$ cat config.mk
export PLATFORM = sky130hd
export DESIGN_NAME = binary_to_bcd_converter
export DESIGN_NICKNAME = d
export VERILOG_FILES = /design/src/rtl/binary_to_bcd_converter.sv
export SDC_FILE = /design/constraint.sdc
export NUM_CORES = 1
export LEC_CHECK = 0
export ABC_AREA = 1
export CAP_MARGIN = 20
export CORE_MARGIN = 3
export CORE_UTILIZATION = 60
export DETAILED_ROUTE_END_ITERATION = 10
export PLACE_DENSITY = 0.94
export RECOVER_POWER = 25
export SETUP_SLACK_MARGIN = 0.3
export SKIP_CTS_REPAIR_TIMING = 1
export SLEW_MARGIN = 15
export SYNTH_ARGS = -nofsm -noshare
export SYNTH_HDL_FRONTEND = slang
export SYNTH_SLANG_ARGS = --single-unit
$ cat constraint.sdc
create_clock -name clk_i -period 2.1 [get_ports clk_i]
set_input_delay 0.42 -clock clk_i [delete_from_list [all_inputs] [get_ports clk_i]]
set_output_delay 0.42 -clock clk_i [all_outputs]
set_load 0.005 [all_outputs]
$ cat src/rtl/binary_to_bcd_converter.sv
// Sequential binary-to-packed-BCD converter (double-dabble, one input bit per clock).
// Optional digit-count output is enabled by defining BIN2BCD_DIGIT_COUNT_EN.
module binary_to_bcd_converter #(
  parameter int BIN_WIDTH = 32,
  parameter int DIGITS    = 10
) (
  input  logic                    clk_i,
  input  logic                    rst_ni,
  input  logic                    start_i,
  input  logic [BIN_WIDTH-1:0]    binary_i,
  output logic                    ready_o,
  output logic                    done_o,
  output logic [4*DIGITS-1:0]     BCD_o
`ifdef BIN2BCD_DIGIT_COUNT_EN
  ,
  output logic [$clog2(DIGITS+1)-1:0] num_digits_o
`endif
);

  localparam int BCDW = 4 * DIGITS;
  localparam int SW   = BCDW + BIN_WIDTH;
  localparam int CW   = $clog2(BIN_WIDTH + 1);
  // Decimal digits needed for 2^BIN_WIDTH-1, using log10(2) ~= 0.30103.
  localparam int MIN_DIGITS = (BIN_WIDTH * 30103) / 100000 + 1;

  if (DIGITS < MIN_DIGITS) begin : g_digits_too_small
    $error("binary_to_bcd_converter: DIGITS too small for BIN_WIDTH");
  end

  typedef enum logic {IDLE, SHIFT} state_e;

  state_e          state_q, state_d;
  logic [SW-1:0]   shift_q, shift_d;
  logic [CW-1:0]   cnt_q, cnt_d;
  logic [BCDW-1:0] bcd_q, bcd_d;
  logic            done_q, done_d;
  logic [BCDW-1:0] bcd_adj;
  logic [SW-1:0]   shifted;

  // Per-nibble add-3 correction; nibbles never carry into each other.
  always_comb begin
    bcd_adj = shift_q[SW-1:BIN_WIDTH];
    for (int k = 0; k < DIGITS; k++) begin
      if (shift_q[BIN_WIDTH+4*k +: 4] >= 4'd5)
        bcd_adj[4*k +: 4] = shift_q[BIN_WIDTH+4*k +: 4] + 4'd3;
    end
  end

  assign shifted = {bcd_adj, shift_q[BIN_WIDTH-1:0]} << 1;

  always_comb begin
    state_d = state_q;
    shift_d = shift_q;
    cnt_d   = cnt_q;
    bcd_d   = bcd_q;
    done_d  = 1'b0;
    case (state_q)
      IDLE: begin
        if (start_i) begin
          shift_d = {{BCDW{1'b0}}, binary_i};
          cnt_d   = CW'(BIN_WIDTH);
          state_d = SHIFT;
        end
      end
      SHIFT: begin
        shift_d = shifted;
        cnt_d   = cnt_q - CW'(1);
        if (cnt_q == CW'(1)) begin
          bcd_d   = shifted[SW-1:BIN_WIDTH];
          done_d  = 1'b1;
          state_d = IDLE;
        end
      end
      default: state_d = IDLE;
    endcase
  end

  always_ff @(posedge clk_i or negedge rst_ni) begin
    if (!rst_ni) begin
      state_q <= IDLE;
      shift_q <= '0;
      cnt_q   <= '0;
      bcd_q   <= '0;
      done_q  <= 1'b0;
    end else begin
      state_q <= state_d;
      shift_q <= shift_d;
      cnt_q   <= cnt_d;
      bcd_q   <= bcd_d;
      done_q  <= done_d;
    end
  end

  assign ready_o = (state_q == IDLE);
  assign done_o  = done_q;
  assign BCD_o   = bcd_q;

`ifdef BIN2BCD_DIGIT_COUNT_EN
  localparam int NDW = $clog2(DIGITS + 1);
  logic [NDW-1:0] nd_q, nd_calc;

  // Highest nonzero digit index + 1 of the final field; zero reports one digit.
  always_comb begin
    nd_calc = NDW'(1);
    for (int k = 0; k < DIGITS; k++) begin
      if (shifted[BIN_WIDTH+4*k +: 4] != 4'd0) nd_calc = NDW'(k + 1);
    end
  end

  always_ff @(posedge clk_i or negedge rst_ni) begin
    if (!rst_ni)     nd_q <= '0;
    else if (done_d) nd_q <= nd_calc;
  end

  assign num_digits_o = nd_q;
`endif

endmodule
==> results.md <==
- Status: complete, no violations
- Area contributors post-synth: dfrtp_1, nand2_1, nand3_1
- VDD IR max: 0.622 mV
- Critical setup path kind: flip-flop to output pin
- Pleak: 4.40 nW
- Initial Util: 0.624
- HPWL after DPL: 9680 um
- Share of layout cells above drive strength 1: 0.0828
- Largest net degree at the start of global routing: 49
- Fin util: 0.805
- Tmin final: 1.78 ns
- Die Area: around 11000 um2
- GP Congestion: approximately 0.88
- # setup viols final: 0
- Root buf cell: clkbuf_8
- Vias: ~5700
- Setup TNS: 0 ns
- Slowest stage cell, crit path: clkdlybuf4s50_1
- Count leader, synth: nand2_1
- Synthesized net count: 768
- Maximum clock frequency: 0.563 GHz
- Total wire length: 16400 um
- Gate count after technology mapping: around 710
- Reg clk slew, reported paths: around 0.060 ns
- Total grt overflow: 0
- Main synth FF type: dfrtp_1
- Placed Cells incl. Taps: between 900 and 1000
- Worst setup SP type: flip-flop
- # rows: 35
- Antenna violations before repair: 0
- Most frequent cells after synthesis: nand2_1, dfrtp_1, nand3_1, inv_1, o21ai_0
- RSZ-0062 raised after global routing: yes
- First-pass GRT wire length: roughly 26000 um
- Layout overhead on the synthesized area: 29.0%
- CP endpoint kind: output pin
- Clk_skew: 0.0174 ns
- Area of the core: 9330 um2
- PortBufs: 76
- HP Class: input pin to flip-flop
- Top cell type's share of synthesized area: 0.516
- Post-synth ARST share: 1.00
- Worst skew pair latency: 0.54 ns
- Crit-path cells: clkdlybuf4s50_1
- First-pass DRT Iterations: 6
- Slowest stage delay, CP: roughly 0.5 ns
- Synth Warn #: 0
- Cell Area, Synth: 5820 um2
- Count of cell types in the netlist: 20
- Fin nets: a little under 900
- Bufs and invs on worst path: 1
- Vias in the first global route: 5734
- Slew HR: 0.486
- Vias per Instance: 5.95
- Maxcap violations: 0
- Number of fill cells in the layout: 584
- I/O pin cnt: 77
- CTS tree: built
- Hold Fails Final Rpt: 0
- Register area share after synthesis: 0.516
- Top delay family on crit path: buffers and inverters
- Worst-Margin Slew: 0.771 ns
- H-tree lvl count: 4
- Register area: 3000 um2
- ANT cells: 0
- # DRC: 0
- Post-DR wirelength/cell: 17.2 um
- GRT Total Usage: 0.295
- TritonCTS buffer count: 17
- Critical-path maximum fanout: 2
- Die Wd: approximately 100 um
- Iter 0 DRT Violations: 522
- Tcrit/Tclk final: 0.846
- Pwr per Cell Area: 1590 nW/um2
- Max Slew Vio Count: 0
- Post-synth EDFFs: 0
- CTS sink count: 120
- CP required: 1.68 ns
- Synth Area per Inst: 8.18 um2
- Chip height: 104 um
- Multi-input logic area: 2420 um2
- Post-route insts no fill: 950
- Synth area leader: dfrtp_1
- Post-route ant nets: 0
- Max Root-Sink Buffers: 2
- Worst EP arrival: 1.36 ns
- Synthesis-stage register bit count: 120
==> per-stage QoR <==
step / area [um2] / setup WS [ns] / total power, mW / hold WS, ns
CTS: 7290 / 0.0723 / 11.7 / -0.176
global placement: 6700 / 0.382 / 8.09 / 0.366
finish: 7500 / 0.324 / 11.9 / 0.428
detailed placement: 6700 / 0.296 / 8.54 / 0.375
floorplan: 5820 / 0.837 / 6.81 / 0.124
global route: 7500 / 0.141 / 12.7 / 0.443
==> state kept, by name (all words and copies together), names as in the netlist <==
register,count
BCD_o,40
cnt_q,6
done_o,1
shift_q,72
state_q,1
==> area by class of cell <==
cell class,instances,share of cell area
Timing Repair Buffer,105,0.143
Multi-Input combinational cell,499,0.323
Clock buffer,17,0.0552
Inverter,65,0.0328
Tap cell,129,0.0215
Clock inverter,15,0.0237
Sequential cell,120,0.400
==> kinds of logic after synthesis <==
group	share of synthesized area
AO/OA/AOI/OAI	0.0815
flip-flops	0.516
AND/OR/NAND/NOR	0.287
buffers and inverters	0.0682
adder cells (fa/ha/maj)	0.0473
==> power by group <==
| part | switching [mW] | leakage, nW | internal (mW) |
|---|---|---|---|
| registers | 0.783 | 1.53 | 3.33 |
| clock network | 1.14 | 0.277 | 1.81 |
| logic | 2.93 | 2.60 | 1.95 |
| total | 4.85 | 4.40 | 7.09 |
==> layout by cell type (no fill, tap or decap), types with 2 or more instances in the layout <==
cell type / n
clkinv_4: 2
inv_1: 63
inv_6: 2
clkinv_2: 3
dlymetal6s2s_1: 40
o22ai_1: 5
nand2_1: 294
clkbuf_16: 16
nand4_1: 19
nor2_1: 6
nand3_1: 79
bufinv_16: 3
o211ai_1: 10
ha_1: 22
clkdlybuf4s50_1: 35
a22oi_1: 21
a21boi_0: 6
nor2_2: 2
o21ai_1: 4
buf_4: 27
nor2_4: 2
o21ai_0: 29
dfrtp_1: 119
clkinvlp_4: 5
==> per-layer routing <==
| metal | wire, um | GRT usage |
|---|---|---|
| met1 | 5980 | 0.331 |
| met2 | 8280 | 0.513 |
| met3 | 1360 | 0.0732 |
| met4 | 759 | 0.161 |
| met5 | 0 | 0 |
==> path summary, 6_finish.rpt <==
kind | start | endpoint | slack, ns | depth (start not counted)
setup / recovery | BCD_o[22] | BCD_o[22] | 0.32 | 1
max in group asynchronous | rst_ni | state_q | 0.38 | 3
hold / removal | binary_i[23] | shift_q[23] | 0.43 | 3
min in group asynchronous | rst_ni | shift_q[40] | 0.50 | 2
hold reg to reg | BCD_o[19] | BCD_o[19] | 0.47 | 2
setup reg to reg | state_q | shift_q[1] | 0.35 | 6
No activity file was read; power rests on OpenSTA's default activity.
